$ cat config.mk
export PLATFORM = sky130hd
export DESIGN_NAME = rr_arbiter_8
export DESIGN_NICKNAME = d
export VERILOG_FILES = /design/src/rtl/rr_arbiter_8.sv
export SDC_FILE = /design/constraint.sdc
export NUM_CORES = 1
export LEC_CHECK = 0
export CAP_MARGIN = 20
export CORE_MARGIN = 8
export CORE_UTILIZATION = 39
export CTS_BUF_LIST = sky130_fd_sc_hd__clkbuf_8
export DETAILED_ROUTE_END_ITERATION = 8
export DONT_BUFFER_PORTS = 1
export PLACE_DENSITY_LB_ADDON = 0.12
export SYNTH_ARGS = -nofsm -noshare
export SYNTH_HDL_FRONTEND = slang
export SYNTH_SLANG_ARGS = --single-unit
$ cat constraint.sdc
create_clock -name clock -period 3.1 [get_ports clock]
set_input_delay 0.31 -clock clock [delete_from_list [all_inputs] [get_ports clock]]
set_output_delay 0.31 -clock clock [all_outputs]
set_load 0.01 [all_outputs]
$ cat src/rtl/rr_arbiter_8.sv
// rr_arbiter_8: eight-way round-robin arbiter with a bounded hold time and a
// one-cycle bus-turnaround gap between owners. Every output is a flop.
module rr_arbiter_8 #(
  parameter int unsigned MAX_HOLD = 16
) (
  input  logic       clock,
  input  logic       reset,
  input  logic [7:0] req,
  input  logic       done,
  output logic [7:0] grant,
  output logic [2:0] select,
  output logic       valid
);

  localparam logic [4:0] HOLD_LIMIT = 5'(MAX_HOLD);
  localparam logic [4:0] CNT_MAX    = 5'd31;

  typedef enum logic {
    IDLE  = 1'b0,
    OWNED = 1'b1
  } state_t;

  state_t     state_q, state_d;
  logic [2:0] ptr_q, ptr_d;
  logic [4:0] cnt_q, cnt_d;
  logic [7:0] grant_q, grant_d;
  logic [2:0] select_q, select_d;
  logic       valid_q, valid_d;
  logic       release_now;

  // First set request bit at or after p, wrapping modulo 8. Scanning from the
  // far end down lets the nearest hit overwrite the others.
  function automatic logic [2:0] pick(input logic [7:0] r, input logic [2:0] p);
    logic [2:0] w;
    logic [2:0] idx;
    w = p;
    for (int i = 7; i >= 0; i--) begin
      idx = p + 3'(i);
      if (r[idx]) w = idx;
    end
    return w;
  endfunction

  // done, a dropped request and the hold limit all collapse into one release.
  assign release_now = done || !req[select_q] || (cnt_q == HOLD_LIMIT);

  always_comb begin
    // NOTE: every _d starts as its _q so no path through this block leaves a
    // variable unassigned, which would otherwise infer a latch.
    state_d  = state_q;
    ptr_d    = ptr_q;
    cnt_d    = cnt_q;
    grant_d  = grant_q;
    select_d = select_q;
    valid_d  = valid_q;
    case (state_q)
      IDLE: begin
        if (req != 8'h00) begin
          state_d  = OWNED;
          select_d = pick(req, ptr_q);
          grant_d  = 8'b1 << pick(req, ptr_q);
          valid_d  = 1'b1;
          cnt_d    = 5'd1;
        end
      end
      OWNED: begin
        if (release_now) begin
          state_d = IDLE;
          grant_d = 8'h00;
          valid_d = 1'b0;
          ptr_d   = select_q + 3'd1;
          cnt_d   = 5'd0;
        end else if (cnt_q != CNT_MAX) begin
          cnt_d = cnt_q + 5'd1;
        end
      end
      default: state_d = IDLE;
    endcase
  end

  // NOTE: state flops use non-blocking assignments so every register samples
  // pre-edge values regardless of statement order.
  always_ff @(posedge clock or posedge reset) begin
    if (reset) begin
      state_q  <= IDLE;
      ptr_q    <= 3'd0;
      cnt_q    <= 5'd0;
      grant_q  <= 8'h00;
      select_q <= 3'd0;
      valid_q  <= 1'b0;
    end else begin
      state_q  <= state_d;
      ptr_q    <= ptr_d;
      cnt_q    <= cnt_d;
      grant_q  <= grant_d;
      select_q <= select_d;
      valid_q  <= valid_d;
    end
  end

  assign grant  = grant_q;
  assign select = select_q;
  assign valid  = valid_q;

endmodule

# == Word level (Yosys, flattened, before mapping) ==
# Index checks and enable logic that the tools add are counted.
# classes
div_mod_pow,0
addsub,9
n_eq_ne,5
mul,0
bitwise,1
n_lt_le_gt_ge,9
mux,41
n_shift,1
reduce_logical,8
# op_table
op,count
3-bit by 4-bit less-than comparator with 1-bit output (second input constant),9
3-bit two-way mux,10
1-bit binary-select mux with 3-bit select,9
8-bit two-way mux,2
8-bit one-hot mux with 2 select lines,1
5-bit two-way mux,3
1-bit two-way mux,13
3-bit adder (second input constant),4
5-bit one-hot mux with 2 select lines,1
2-bit AND reduction,4
8-bit nonzero test,1
1-bit by 3-bit left shift with 8-bit output (first input constant),1
3-bit by 1-bit adder with 3-bit output (second input constant),2
3-bit by 2-bit adder with 3-bit output (second input constant),2
5-bit by 1-bit adder with 5-bit output (second input constant),1
5-bit equality test (second input constant),1
5-bit inequality test (second input constant),1
1-bit one-hot mux with 2 select lines,2
3-bit by 1-bit inequality test with 1-bit output (second input constant),1
1-bit logical OR,2
2-bit by 1-bit inequality test with 1-bit output (second input constant),1
2-bit inequality test (second input constant),1
1-bit zero test,1
1-bit inverter,1
# totals
out_inout_bits,12
latchBits,0
ff_bits,21
elab_cells,80
rom_bits,0
n_memories,0
input_bits,11
ramBits,0

# == Logic depth before layout (Yosys ltp) ==
# Gate-level depths: netlist of the first run.
# depth
depth_word,16
ltp_mapped,12
ltp_nobuf,9

# == Least setup slack after synthesis of the first run ==
# OpenSTA, ideal clock, no wires.
# synth_path
path_type,flip-flop to flip-flop
start,register ptr_q[0]
end,register grant_q[2] (netlist: grant[2])
path_stages_with_launch,12
setup_ns,0.122
arrival_time_ns,2.665
period_less_slack_ns,2.786
path_slack_ns,0.314
n_path_buf,2
t_required_ns,2.978
path_cell_list,dfrtp_1 buf_6 inv_1 ha_1 buf_6 mux4_2 mux2_2 a21bo_1 a22o_1 nand2_1 a31oi_1 a32o_1
# synth_between
elab_chain_len,16
elab_cells_between_ends,36
cone_classes,add/sub (7); shift (1); mux (28)
# synth_lines
element,line,source
from (decl),24,"logic [2:0] ptr_q, ptr_d;"
from (signal assigned),93,ptr_q <= ptr_d;
3-bit adder,38,idx = p + 3'(i);
1-bit binary-select mux with 3-bit select,39,if (r[idx]) w = idx;
1-bit two-way mux (not written as such),39,
3-bit two-way mux (7 in series),39,
3-bit two-way mux *,39,
3-bit two-way mux *,58,if (req != 8'h00) begin
3-bit two-way mux *,56,case (state_q)
1-bit by 3-bit left shift with 8-bit output *,61,"grant_d = 8'b1 << pick(req, ptr_q);"
8-bit two-way mux *,58,
8-bit one-hot mux with 2 select lines *,56,
to (signal assigned),95,grant_q <= grant_d;
to (decl),26,"logic [7:0] grant_q, grant_d;"
# Every way passes the cells marked *; elsewhere a longest branch is shown, timed or not. The select of a mux whose other input is x is not followed.
# A chain may end at the register's enable or synchronous reset.

# == Worst setup path in the final report of the first run ==
# layout_path
start,register ptr_q[1]
end,register grant_q[2] (netlist: grant[2])
# The elaborated chain is that of the path after synthesis.

==> results of run 1 <==
## layout make-up
| class | count | area share, % |
|---|---|---|
| multi-input cells | 159 | 64.1 |
| clock buffers | 3 | 1.99 |
| well taps | 70 | 4.21 |
| clock inverters | 1 | 0.241 |
| inverters | 11 | 1.99 |
| flip-flops and latches | 21 | 25.3 |
| repair buffers | 6 | 2.17 |
## placed cells by master (no fill, tap or decap), types with 2 or more instances in the layout
master | synthesis | layout
inv_1 | 11 | 11
o21ai_1 | 2 | 2
mux2i_1 | 11 | 11
nor3_1 | 5 | 5
a31oi_1 | 3 | 2
o311ai_1 | 2 | 2
nor2_1 | 13 | 13
a21oi_1 | 4 | 4
nor4_1 | 2 | 2
o21ai_0 | 12 | 12
buf_4 | 2 | 6
a22oi_1 | 2 | 2
nand4_1 | 3 | 3
mux2_2 | 10 | 10
o211ai_1 | 3 | 3
xor2_1 | 3 | 3
nand2_1 | 25 | 25
nand3_1 | 3 | 3
dfrtp_1 | 21 | 21
mux4_2 | 9 | 9
and2_1 | 2 | 2
mux4_1 | 4 | 4
nand2b_1 | 2 | 2
ha_1 | 6 | 5
nor2b_1 | 2 | 2
xnor2_1 | 5 | 4
o31ai_1 | 6 | 6
clkbuf_8 | 0 | 3
a32o_1 | 4 | 4
## routing by layer
metal  GRT usage (%)  routed length [um]  vias up
met5               0                   0        -
met1            16.8                2200      821
met3            3.21                 284       10
met4            6.26                 120        0
met2            23.9                2520       40
li1                -                   -      768
## power by group
part / internal (mW) / switching (mW) / total, mW
Sequential: 0.369 / 0.138 / 0.507
Combinational: 0.890 / 1.13 / 2.02
Clock: 0.0895 / 0.0885 / 0.178
Total: 1.35 / 1.35 / 2.70
## worst paths after layout
| path | from | to | slack [ns] |
|---|---|---|---|
| max | ptr_q[1] | grant[2] | 0.22 |
| min | reset | ptr_q[2] | 0.08 |
| max reg2reg | ptr_q[1] | grant[2] | 0.22 |
| min reg2reg | valid | valid | 0.55 |
| max in group asynchronous | reset | grant[7] | 2.53 |
| min in group clock | done | cnt_q[1] | 0.32 |
## registers in the layout (all words and copies together) (netlist names)
| name | cells |
|---|---|
| grant | 8 |
| cnt_q | 5 |
| state_q | 1 |
| ptr_q | 3 |
| valid | 1 |
| select | 3 |
## metrics by stage
| stage | instances | utilization (%) | total power, mW | worst slack (ns) |
|---|---|---|---|---|
| after global routing | 271 | 41.8 | 2.95 | 0.0451 |
| after global placement | 267 | 40.5 | 2.44 | 0.270 |
| final | 271 | 41.8 | 2.70 | 0.218 |
| after CTS | 271 | 41.4 | 2.68 | 0.130 |
| after detailed placement | 267 | 40.5 | 2.49 | 0.156 |
| after floorplan | 203 | - | 2.14 | 0.314 |
## cell usage after synthesis, types with 2 or more instances
master / instances
mux4_1: 4
dfrtp_1: 21
a32o_1: 4
and2_1: 2
o311ai_1: 2
mux2i_1: 11
nand3_1: 3
o211ai_1: 3
ha_1: 6
xnor2_1: 5
o21ai_0: 12
nand2b_1: 2
xor2_1: 3
nor2_1: 13
nor3_1: 5
inv_1: 11
nor4_1: 2
a31oi_1: 3
a21oi_1: 4
buf_4: 2
buf_6: 3
a22oi_1: 2
nor2b_1: 2
mux2_2: 10
clkbuf_1: 5
nand2_1: 25
mux4_2: 9
nand4_1: 3
o31ai_1: 6
o21ai_1: 2
## worst register-to-register path: stages (launching register included)
cell and delay (ns):
dfrtp_1 0.34, inv_1 0.06, ha_2 0.46, mux2_2 0.37, a222oi_1 0.55, o31ai_1 0.17, a22oi_1 0.23, o211ai_2 0.17
a21oi_2 0.26, a32o_1 0.20
## cells by family after synthesis
group | count (synthesis) | share of synthesized area (%)
AO/OA/AOI/OAI | 49 | 17.8
XOR/XNOR | 8 | 3.56
adder cells (fa/ha/maj) | 6 | 3.81
buffers and inverters | 23 | 6.54
flip-flops | 21 | 26.7
multiplexers | 34 | 26.9
AND/OR/NAND/NOR | 62 | 14.7
## what timing repair did
item,CTS,global route
setup buffers,0,0
resized for setup,0,3
endpoints found under the setup margin,0,6
==> qor.csv, run 1 <==
metric;value;unit
layout.nets;219;
outcome;finished, final reports clean;
finalWeightedCongestion;0.889;
synthDominantCellAreaShare;26.7;%
fin_crit;2.88;ns
first_global_vias;1701;
path_max_fanout;11;
fmax;0.347;GHz
worst_hold_path_type;in2async;
p_per_area;1300;nW/um2
drive_above_1_share;19.4;%
cts_buffer_depth;2;
r2r_cells;9;
rsz0062_at_grt;false;
synth_area;1970;um2
syn_nets;220;
die_h;87.1;um
place_area;2020;um2
hold_viol_final;0;
multi_input_area;1330;um2
viasPerCell;6.05;
ys_types;48;
dieArea;7580;um2
cp.arrival;3.08;ns
tns;0;ns
antenna_found_initial;0;
first_pass_iters;4;
synth-main-ff-cell;dfrtp_1;
synth_area_leaders;dfrtp_1 (27%), mux4_2 (10%), mux2_2 (5.7%);
clock_tree.root_cell;clkbuf_8;
worstSetupPathType;reg2reg;
peakVddDrop;0.495;mV
synth_edf_count;0;
slew_headroom;47.2;%
drtIter0Drc;79;
area_delta_synth_final;5.46;%
yosysTopAreaCell;dfrtp_1;
io_pins;23;
cts_buffers;3;
setup_viol;0;
dp_hpwl;3960;um
max-cap-violations;0;
ys_async_sr_fraction;100;%
path_cells;inv_1, ha_2, mux2_2, a222oi_1, o31ai_1, a22oi_1, o211ai_2, a21oi_2, a32o_1;
slowest_delay;0.55;ns
critical_path.slowest_cell;a222oi_1;
startpoint_type;flip-flop;
worstSkewPairLatency;0.26;ns
grt_max_degree;22;
syn_inst;203;
avgSynthCellArea;9.71;um2
holdWs;0.0820;ns
port_buffers;0;
design_area;2080;um2
track_usage;14.2;%
post_drt_wl_per_cell;18.9;um
fin_crit_sh;93.0;%
path_clk_slew;0.08;ns
ff_latch_area;526;um2
critical_path.top_delay_family;compound AO/OA/AOI/OAI gates;
routed-via-count;1639;
cp_num_cells;9;
rows;26;
yosys_warnings;0;
initial_core_util;39.6;%
dieWidth;87.1;um
required;3.29;ns
worst_pin_slew;0.791;ns
crit_buf_inv;1;
drc;0;
clock_skew;0.00378;ns
drv_slew;0;
cts.sinks;21;
synth_seq_cells;21;
ys_seq_area_share;26.7;%
core;4980;um2
overflow;0;
h-tree-depth;1;
wirelength;5120;um
cts_tree;built;
ant_nets;0;
leakage;0.842;nW
nFillCells;497;
grt_pass1_wl;8540;um
postCtsHoldBufs;0;
num_antenna_cells;0;
cp-end-kind;flip-flop;
(Power assumes the default switching activity.)
==> inputs of run 2 (changes only) <==
Settings changed: CORE_UTILIZATION 39 to 42.
==> run 2 against run 1 <==
Wire length up 0.84%; clock power barely moved; final area increased by 0.18%; worst hold slack improved by 0.0025 ns; sequential cell count did not move; sequential share of layout area about the same; non-clock buffer count grew 5; critical path depth unchanged; critical endpoint unchanged.
==> qor.csv, run 2 (synthesis results as in run 1) <==
metric;value;unit
overflow;0;
fin_crit;2.87;ns
critical_path.slowest_cell;mux4_2;
fin_crit_sh;92.5;%
final_cell_mix;nand2_1 (25), dfrtp_1 (21), nor2_1 (13);
track_usage;14.9;%
drtIter0Drc;156;
cts_buffers;3;
tns;0;ns
holdWs;0.0845;ns
r2r_cells;9;
cp_num_cells;9;
clock_tree.root_cell;clkbuf_8;
rsz0062_at_grt;false;
drive_above_1_share;20.4;%
peakVddDrop;0.498;mV
die_h;84.5;um
r2r_end;grant[2];
timing.rr.start;ptr_q[1];
viasPerCell;6.49;
layout_commonest_cell;nand2_1;
required;3.26;ns
r2r_slack;0.23;ns
initial_core_util;42.6;%
cts_buffer_depth;2;
worstSkewPairLatency;0.26;ns
antenna_found_initial;0;
path_cells;inv_1, ha_2, mux4_2, mux2_2, a21bo_1, a22o_1, nand2_1, a31oi_1, a32o_1;
path_max_fanout;13;
critical_path.top_delay_family;multiplexers;
drc;0;
cts.sinks;21;
slew_headroom;46.0;%
cp.arrival;3.02;ns
cts_tree;built;
dieWidth;84.5;um
clock_skew;0.00197;ns
path_clk_slew;0.08;ns
first_global_vias;1698;
layout.nets;224;
worst_hold_path_type;in2async;
routed-via-count;1687;
ant_nets;0;
grt_max_degree;22;
largest_reg_flops;8;
crit_buf_inv;1;
outcome;finished, final reports clean;
dieArea;7140;um2
p_per_area;1340;nW/um2
wirelength;5160;um
finalWeightedCongestion;0.863;
grt_pass1_wl;8700;um
io_pins;23;
core;4630;um2
num_antenna_cells;0;
startpoint_type;flip-flop;
cp-end-kind;flip-flop;
endpoint;grant[2];
rows;25;
post_drt_wl_per_cell;19.9;um
first_pass_iters;5;
slowest_delay;0.60;ns
drv_slew;0;
worstSetupPathType;reg2reg;
setup.worst_path.start;ptr_q[1];
hold_viol_final;0;
leakage;0.862;nW
area_delta_synth_final;5.65;%
fmax;0.349;GHz
dp_hpwl;3990;um
port_buffers;0;
worst_pin_slew;0.808;ns
h-tree-depth;1;
nFillCells;460;
max-cap-violations;0;
setup_viol;0;
[run 2: cell types whose count changed in the layout (fill, tap and decap cells not counted)]
cell     before  now
a31oi_1       2    3
a31oi_2       1    0
buf_4         6   11
xnor2_1       4    5
xnor2_2       1    0
[run 2: repair_timing]
action	in CTS	in global routing
resized for setup	0	1
buffers inserted	0	2
setup endpoints to repair	0	9
hold buffers	0	0
[run 2: final cells by class]
cell class / instances / area [um2] / share of cell area, %
Clock buffer: 3 / 41.3 / 1.98
Clock inverter: 1 / 5.00 / 0.240
Inverter: 11 / 41.3 / 1.98
Multi-Input combinational cell: 159 / 1320 / 63.3
Sequential cell: 21 / 526 / 25.2
Tap cell: 54 / 67.6 / 3.25
Timing Repair Buffer: 11 / 82.6 / 3.97
[run 2: report_power, final]
group          leakage (nW)  internal [mW]  total, mW  switching (mW)
Combinational         0.563          0.950       2.12            1.17
Clock                0.0255         0.0897      0.181          0.0909
Sequential            0.273          0.370      0.493           0.124
[run 2: routing by layer]
metal	routed length (um)	global-route usage, %	vias to the layer above
met3	364	2.63	15
met5	0	0	-
li1	-	-	773
met1	2020	17.3	837
met2	2630	26.5	62
met4	149	5.83	0
[run 2: worst min-delay path by stage]
stage,end,startpoint,slack (ns),depth (start not counted)
final,grant[0],reset,0.08,1
after global routing,grant[0],reset,0.19,1
after CTS,valid,reset,0.12,1
after detailed placement,valid,reset,0.40,1
after global placement,grant[0],reset,0.37,1
after floorplan,cnt_q[0],reset,0.29,1
[run 2: per-stage QoR]
stage | utilization, % | setup slack (ns) | std cells | cell area, um2 | power, mW
6_report | 45.0 | 0.233 | 260 | 2080 | 2.79
5_1_grt | 45.0 | 0.0366 | 260 | 2080 | 3.03
4_1_cts | 44.6 | 0.0343 | 258 | 2060 | 2.75
3_5_place_dp | 43.6 | 0.0614 | 254 | 2020 | 2.56
3_3_place_gp | 43.6 | 0.0908 | 254 | 2020 | 2.53
2_1_floorplan | - | 0.314 | 203 | 1970 | 2.14
